### src/rtl/plot_pkg.sv
// Shared screen geometry, FIFO entry type and address linearisation for the plot write path.
package plot_pkg;

  localparam int unsigned SCREEN_W = 160;
  localparam int unsigned SCREEN_H = 120;
  localparam int unsigned ADDR_W   = 15;
  localparam int unsigned COLOUR_W = 3;

  typedef struct packed {
    logic [ADDR_W-1:0]   addr;
    logic [COLOUR_W-1:0] colour;
  } plot_entry_t;

  // y*160 + x built from shifts: y*128 + y*32 + x, never exceeds 19199.
  function automatic logic [ADDR_W-1:0] to_addr(input logic [7:0] x, input logic [6:0] y);
    logic [ADDR_W-1:0] y_ext;
    y_ext = ADDR_W'(y);
    return (y_ext << 7) + (y_ext << 5) + ADDR_W'(x);
  endfunction

endpackage

### src/rtl/plot_fifo.sv
// Show-ahead FIFO of plot entries; head entry is visible on dout while not empty.
module plot_fifo
  import plot_pkg::*;
#(
  parameter int unsigned DEPTH = 4
) (
  input  logic                     clk,
  input  logic                     rst,
  input  logic                     push,
  input  logic                     pop,
  input  plot_entry_t              din,
  output plot_entry_t              dout,
  output logic                     full,
  output logic                     empty,
  output logic [$clog2(DEPTH):0]   count
);

  localparam int unsigned PTR_W = $clog2(DEPTH);

  plot_entry_t      r_mem [DEPTH];
  logic [PTR_W-1:0] r_wr_ptr;
  logic [PTR_W-1:0] r_rd_ptr;
  logic [PTR_W:0]   r_count;
  logic             w_do_push;
  logic             w_do_pop;

  assign empty = (r_count == '0);
  assign full  = (r_count == (PTR_W+1)'(DEPTH));
  assign count = r_count;
  assign dout  = r_mem[r_rd_ptr];

  // A full FIFO still takes a push when the head leaves in the same cycle.
  assign w_do_pop  = pop && !empty;
  assign w_do_push = push && (!full || w_do_pop);

  always_ff @(posedge clk) begin
    if (w_do_push) begin
      r_mem[r_wr_ptr] <= din;
    end
  end

  always_ff @(posedge clk or posedge rst) begin
    if (rst) begin
      r_wr_ptr <= '0;
      r_rd_ptr <= '0;
      r_count  <= '0;
    end else begin
      if (w_do_push) begin
        r_wr_ptr <= r_wr_ptr + PTR_W'(1);
      end
      if (w_do_pop) begin
        r_rd_ptr <= r_rd_ptr + PTR_W'(1);
      end
      case ({w_do_push, w_do_pop})
        2'b10:   r_count <= r_count + (PTR_W+1)'(1);
        2'b01:   r_count <= r_count - (PTR_W+1)'(1);
        default: r_count <= r_count;
      endcase
    end
  end

endmodule

### src/rtl/plot_fb_writer.sv
// VGA plot receiver: range check, FIFO buffering and framebuffer write drain with backpressure.
// Optional macro PLOT_STATS_EN adds the drop_count output.
module plot_fb_writer
  import plot_pkg::*;
#(
  parameter int unsigned DEPTH   = 4,
  parameter int unsigned SAT_MAX = 19200
) (
  input  logic                clk,
  input  logic                rst,
  input  logic [7:0]          vga_x,
  input  logic [6:0]          vga_y,
  input  logic [COLOUR_W-1:0] vga_colour,
  input  logic                vga_plot,
  output logic [ADDR_W-1:0]   mem_addr,
  output logic [COLOUR_W-1:0] mem_colour,
  output logic                mem_wr,
  input  logic                mem_ready,
  output logic                busy,
  output logic                overflow,
  input  logic                clr_flags,
`ifdef PLOT_STATS_EN
  output logic [7:0]          drop_count,
`endif
  output logic [14:0]         pix_count
);

  localparam logic [14:0] PIX_SAT = 15'(SAT_MAX);

  logic                   w_in_range;
  logic                   w_valid;
  logic                   w_push;
  logic                   w_pop;
  logic                   w_full;
  logic                   w_empty;
  logic [$clog2(DEPTH):0] w_count;
  plot_entry_t            w_din;
  plot_entry_t            w_dout;
  plot_entry_t            r_hold;
  logic                   r_overflow;
  logic [14:0]            r_pix_count;

  assign w_in_range = (vga_x < 8'(SCREEN_W)) && (vga_y < 7'(SCREEN_H));
  assign w_valid    = vga_plot && w_in_range;
  assign w_pop      = !w_empty && mem_ready;
  assign w_push     = w_valid && (!w_full || w_pop);
  assign w_din      = '{addr: to_addr(vga_x, vga_y), colour: vga_colour};

  plot_fifo #(
    .DEPTH (DEPTH)
  ) u_fifo (
    .clk   (clk),
    .rst   (rst),
    .push  (w_push),
    .pop   (w_pop),
    .din   (w_din),
    .dout  (w_dout),
    .full  (w_full),
    .empty (w_empty),
    .count (w_count)
  );

  // The RAM slot behind an empty head may hold anything, so the last head is kept visible.
  always_ff @(posedge clk or posedge rst) begin
    if (rst) begin
      r_hold <= '0;
    end else if (!w_empty) begin
      r_hold <= w_dout;
    end
  end

  assign mem_wr     = !w_empty;
  assign busy       = (w_count != '0);
  assign mem_addr   = w_empty ? r_hold.addr : w_dout.addr;
  assign mem_colour = w_empty ? r_hold.colour : w_dout.colour;

  always_ff @(posedge clk or posedge rst) begin
    if (rst) begin
      r_overflow <= 1'b0;
    end else if (clr_flags) begin
      r_overflow <= 1'b0;
    end else if (w_valid && !w_push) begin
      r_overflow <= 1'b1;
    end
  end

  always_ff @(posedge clk or posedge rst) begin
    if (rst) begin
      r_pix_count <= '0;
    end else if (clr_flags) begin
      r_pix_count <= '0;
    end else if (w_pop && (r_pix_count != PIX_SAT)) begin
      r_pix_count <= r_pix_count + 15'd1;
    end
  end

  assign overflow  = r_overflow;
  assign pix_count = r_pix_count;

`ifdef PLOT_STATS_EN
  logic [7:0] r_drop_count;
  logic       w_drop;

  // Counts both out-of-range requests and valid ones lost to a full FIFO.
  assign w_drop = vga_plot && !w_push;

  always_ff @(posedge clk or posedge rst) begin
    if (rst) begin
      r_drop_count <= '0;
    end else if (clr_flags) begin
      r_drop_count <= '0;
    end else if (w_drop && (r_drop_count != 8'hFF)) begin
      r_drop_count <= r_drop_count + 8'd1;
    end
  end

  assign drop_count = r_drop_count;
`endif

endmodule

### config.mk
export PLATFORM = sky130hd
export DESIGN_NAME = plot_fb_writer
export DESIGN_NICKNAME = d
export VERILOG_FILES = /design/src/rtl/plot_pkg.sv /design/src/rtl/plot_fifo.sv /design/src/rtl/plot_fb_writer.sv
export SDC_FILE = /design/constraint.sdc
export NUM_CORES = 1
export LEC_CHECK = 0
export CAP_MARGIN = 5
export CORE_ASPECT_RATIO = 1.2
export CORE_UTILIZATION = 50
export DETAILED_ROUTE_END_ITERATION = 7
export PLACE_DENSITY = 0.75
export SLEW_MARGIN = 20
export SYNTH_ARGS = -nofsm -noshare
export SYNTH_HDL_FRONTEND = slang
export SYNTH_HIERARCHICAL = 1
export SYNTH_SLANG_ARGS = --single-unit
export TNS_END_PERCENT = 10
### constraint.sdc
create_clock -name clk -period 2.4 [get_ports clk]
set_input_delay 0.24 -clock clk [delete_from_list [all_inputs] [get_ports clk]]
set_output_delay 0.24 -clock clk [all_outputs]
set_load 0.02 [all_outputs]
* Word level (Yosys, flattened, before mapping)
Memory sizes are Yosys's and may differ from the RTL's.
Cells that the tools add are included.
** Operators by class
- Muxes and demuxes :: 9
- Reductions and logical operators :: 18
- Order comparisons :: 2
- Add/subtract/negate cells :: 7
- Equality and inequality tests :: 4
** Operators with widths (count)
- 2-to-1 mux 15 bit :: 3
- adder 14 x 12 -> 15 bit :: 1
- adder 15 x 1 -> 15 bit, second input constant :: 1
- adder 15 x 8 -> 15 bit :: 1
- != test 15 bit, second input constant :: 1
- logical AND 1 bit :: 8
- < comparator 8 bit, second input constant :: 1
- < comparator 7 bit, second input constant :: 1
- case mux 3 bit (2 select lines) :: 1
- nonzero test 2 bit :: 3
- adder 2 x 1 -> 2 bit, second input constant :: 2
- 2-to-1 mux 1 bit :: 4
- adder 3 x 1 -> 3 bit, second input constant :: 1
- == test 3 bit, second input constant :: 1
- zero test 1 bit :: 3
- zero test 3 bit :: 1
- 2-to-1 mux 3 bit :: 1
- nonzero test 3 bit :: 1
- subtractor 3 x 1 -> 3 bit, second input constant :: 1
- == test 2 x 1 -> 1 bit, second input constant :: 1
- == test 2 bit, second input constant :: 1
- logical OR 1 bit :: 2
** Word-level totals
- Bits in writable memories :: 72
- Output and inout port bits :: 36
- Memories kept :: 1
- Bits of input ports :: 23
- Word-level logic and storage cells :: 48
- Bits in registers :: 41
** Memories
- u_fifo.r_mem :: words 4, width 18, rd ports 1, clocked after memory_dff 0, write ports 1, RTL line plot_fifo.sv:20 : plot_entry_t r_mem [DEPTH];

* Depth between registers and ports, before layout
- Word-level depth :: 9
- Mapped depth :: 10
- Depth with buffers taken out :: 9

* Modules after synthesis
The synthesis kept the hierarchy.
** Modules (own cells, without submodules)
- plot_fifo :: seq. area each 2337.2 µm², times used 1, area each 3111.7 µm², cells an instance 148
- plot_fb_writer :: seq. area each 850.8 µm², times used 1, area each 1923.1 µm², cells an instance 176

* Worst setup path after synthesis
No wires, ideal clock.
- Kind :: flip-flop to flip-flop
- Start :: register u_fifo.r_count[0] (netlist: u_fifo/count[0])
- End :: register u_fifo.r_count[2] (netlist: u_fifo/count[2])
- Data required time :: 2.268 ns
- Path slack :: 0.047 ns
- Cell stages (with the launch flop) :: 10
- Arrival time :: 2.222 ns
- Setup time :: 0.132 ns
- Clock period less this slack :: 2.353 ns
- Path buffers :: 1
- Cells stage by stage :: dfrtp_1 > nor3_1 > nand2b_4 > a21boi_0 > buf_2 > or2_2 > fa_1 > nand2b_1 > o221ai_1 > nand3_1
** On the way
- Longest elaborated chain between the ends :: 8
- Elaborated cells between the ends (all ways) :: 16
- Classes of those cells :: add/sub: 2; eq/ne: 3; mux: 1; reduce/logical: 10
** RTL lines
- from (decl) :: RTL line plot_fifo.sv:23 : logic [PTR_W:0] r_count;
- from (signal assigned) :: RTL line plot_fifo.sv:55 : 2'b10: r_count <= r_count + (PTR_W+1)'(1);
- from (signal assigned) :: RTL line plot_fifo.sv:56 : 2'b01: r_count <= r_count - (PTR_W+1)'(1);
- from (signal assigned) :: RTL line plot_fifo.sv:57 : default: r_count <= r_count;
- zero test 3 bit (*) :: RTL line plot_fifo.sv:27 : assign empty = (r_count == '0);
- named net w_empty :: RTL line plot_fb_writer.sv:35 : logic w_empty;
- zero test 1 bit (*) :: RTL line plot_fb_writer.sv:45 : assign w_pop = !w_empty && mem_ready;
- logical AND 1 bit (*) :: RTL line plot_fb_writer.sv:45
- logical OR 1 bit (*) :: RTL line plot_fb_writer.sv:46 : assign w_push = w_valid && (!w_full || w_pop);
- logical AND 1 bit (*) :: RTL line plot_fb_writer.sv:46
- named net w_push :: RTL line plot_fb_writer.sv:32 : logic w_push;
- logical AND 1 bit (*) :: RTL line plot_fifo.sv:34 : assign w_do_push = push && (!full || w_do_pop);
- == test 2 x 1 -> 1 bit or == test 2 bit (tied branches) :: RTL line plot_fifo.sv:54 : case ({w_do_push, w_do_pop})
- case mux 3 bit (2 select lines) or nonzero test 2 bit (tied branches)
Mark *: on every way through the listed nets, which the timed path passes. The rest lies on a longest branch.
A chain may end at the register's enable or synchronous reset.

==> results_dict.tcl <==
set metrics [dict create \
    postSynthAreaPerCell_um2 15.5 \
    coreArea_um2 9660 \
    synth_edf_count 72 \
    root_buffer "clkbuf_16" \
    multi_input_area_um2 1770 \
    hold_buffers 0 \
    rsz0062_at_grt "yes" \
    fin_crit_ps 2370 \
    post_drt_wl_per_cell_um 17.9 \
    path_clk_slew_ps 50 \
    antenna_cells 0 \
    syn_nets 369 \
    critPathSlowestCell "mux4_2" \
    syn_area_um2 5030 \
    worst_pin_slew_ps 572 \
    numCtsBuffers 17 \
    vias 3037 \
    ys_seq_area_share_pct 63.3 \
    grt_antenna_before_repair 0 \
    cpPeakStageDelay_ps 510 \
    worstSetupEndpoint "mem_addr[2]" \
    setup.worst_path.class "flip-flop to output pin" \
    cp-start-kind "flip-flop" \
    area.growth.synth_to_final_pct 33.4 \
    p_per_area_nw_per_um2 1210 \
    end_kind "output pin" \
    worst_path_most_repeated_cell "buf_12" \
    viasPerCell 5.37 \
    io_buffer_count 58 \
    cts_tree "done" \
    grt_pass1_vias 3205 \
    finalClockSkew_ps 11.0 \
    design_power_total_uw 8150 \
    max-vdd-ir-drop_uv 735 \
    drive_above_1_share_pct 31.8 \
    worstRegToRegCells 8 \
    hold_class "input port to async pin" \
    final_area_um2 6720 \
    die_x_um 93.6 \
    clock_path_buffers 2 \
    r2r_end "u_fifo/count[2]" \
    synth_compound_area_share_pct 3.48 \
    synthArstFlopShare_pct 36.3 \
    syn-instance-count 324 \
    hpwl_um 6330 \
    dp_slack_ps -439 \
    critPathMaxFanout 9 \
    maxSlewHeadroom_pct 61.7 \
    ant_nets 0 \
    gp_congestion 0.775 \
    ys_seq_elements 113 \
    crit_path_cell_trace "buf_12, buf_12, mux4_2, mux2_2, buf_2" \
    die_area_um2 10500 \
    synth_top_cell_by_area "edfxtp_1" \
    required_ps 2160 \
    finalSetupViolCount 0 \
    std_cell_rows 39 \
    final_cell_mix "edfxtp_1 (72), dfrtp_1 (39), clkdlybuf4s50_1 (37)" \
    power_leakage_uw 0.00270 \
    place_area_um2 6050 \
    fin_hold_ws_ps 102 \
    synth_simple_gate_area_share_pct 8.35 \
    r2r_setup_slack_ps 120 \
    cap_violations 0 \
    cts-htree-levels 4 \
    clkSinkCount 113 \
    num_io_pins 59 \
    synth_top_flop_cell "edfxtp_1" \
    synth_xor_area_share_pct 4.00 \
    cp.arrival_ps 2130 \
    layout_commonest_cell "edfxtp_1" \
    cp-startpoint "u_fifo/r_rd_ptr[0]" \
    grt_max_degree 35 \
    grt_first_pass_wirelength_um 16200 \
    synth_top_family_by_area "multiplexers" \
    synth_top_area_share_pct 42.9 \
    finalHoldViolCount 0 \
    fin_nets 475 \
    seq_area_um2 3190 \
    drt_iter0_markers 113 \
    ys_types 48 \
    synth_fa_ha_area_share_pct 5.91 \
    routed_wl_um 10100 \
    finalCritPeriodShare_pct 98.9 \
    grt-ovfl-total 0 \
    max_freq_mhz 421 \
    synthTopCellsByArea "edfxtp_1 (43%), dfrtp_1 (20%), mux4_2 (8.1%)" \
    r2r-start "u_fifo/count[0]" \
    n_fill_cell 661 \
    drv_slew 0 \
    groute.usage.overall_pct 21.3 \
    drt-pass1-iter-count 5 \
    clk-insertion-delay-late_ps 410 \
    outcome "complete, no violations" \
    fin_ws_ps 25.9 \
    yosys_warnings 6 \
    drc_errors 0 \
    start_util_pct 52.1 \
    die_height_um 112 \
    muxShareOfSynthArea_pct 12.4 \
]
## layout make-up
type | instances | area share, %
tap | 123 | 2.29
clock inverter | 10 | 1.66
clock buffer | 22 | 6.91
sequential | 113 | 47.5
timing repair buffer | 97 | 14.2
multi-input combinational | 181 | 26.3
inverter | 20 | 1.12
## sequential cells by signal, indices dropped and copies added (netlist names)
register,flops
u_fifo/r_rd_ptr,2
pix_count,15
u_fifo/r_wr_ptr,2
u_fifo/r_mem,72
overflow,1
r_hold,18
u_fifo/count,3
## power by group
part | internal [µW] | total [µW] | switching, µW
Sequential | 2540 | 2710 | 178
Clock | 1570 | 2400 | 828
Combinational | 1510 | 3040 | 1530
Total | 5620 | 8150 | 2530
## cell usage after synthesis (2+ instances only)
cell and count:
and2_1 3, mux4_2 18, ha_1 19, o21ai_0 6, fa_1 3, clkbuf_1 2
nor4b_1 3, buf_2 7, nand4_1 2, a21oi_1 7, o41ai_1 2, a41oi_1 2
xnor2_1 12, inv_1 19, and2_2 4, and3_1 2, nand2b_1 3, or3_1 3
a21boi_0 2, nand2_1 10, mux2_2 18, edfxtp_1 72, nand3_1 7, dfrtp_1 41
nor3_1 2, nor2_1 23, xor2_1 11
## routing by layer
layer / global-route usage, % / share of wire [%] / wire length [µm] / up-vias
li1: - / - / - / 1420
met1: 25.8 / 41 / 4130 / 1505
met2: 35.0 / 53 / 5310 / 98
met3: 7.17 / 4.9 / 491 / 14
met4: 8.92 / 1.7 / 176 / 0
met5: 0 / 0 / 0 / -
## worst min-delay path by stage
stage / start / to / slack (ps) / cells after the start
after global placement: r_hold[3] / r_hold[3] / 480 / 1
after global routing: rst / u_fifo/r_wr_ptr[1] / 110 / 2
final: rst / u_fifo/r_wr_ptr[1] / 100 / 2
after floorplan: rst / u_fifo/count[0] / 40 / 1
after detailed placement: r_hold[2] / r_hold[2] / 480 / 1
after CTS: rst / u_fifo/count[1] / 90 / 2
## timing repair
item                       CTS  global route
buffers inserted             1             4
setup endpoints to repair   26            19
pin swaps                    2             7
cloned                       1             1
resized for setup           47            36
## logic make-up (layout without fill, tap and decap cells)
family	count (synthesis)	count (layout)
xor gates and xnor gates	23	23
adders and majority gates	22	22
and+or+nand+nor	73	73
AOI/OAI and AO/OA	26	26
DFF	113	113
buffers and inverters	30	149
muxes	37	37
## per-stage QoR
step	utilization, %	setup TNS, ps	instances
after floorplan	-	0	324
after global routing	69.5	-256	566
after detailed placement	62.6	-19560	527
after CTS	68.6	-1150	561
final	69.5	0	566
after global placement	62.6	-10080	527
## critical path: cells and delay by family (launching register included)
| family | cells | cell delay [ps] |
|---|---|---|
| muxes | 2 | 810 |
| DFF | 1 | 480 |
| buffers and inverters | 3 | 440 |
No activity file was read; power rests on OpenSTA's default activity.
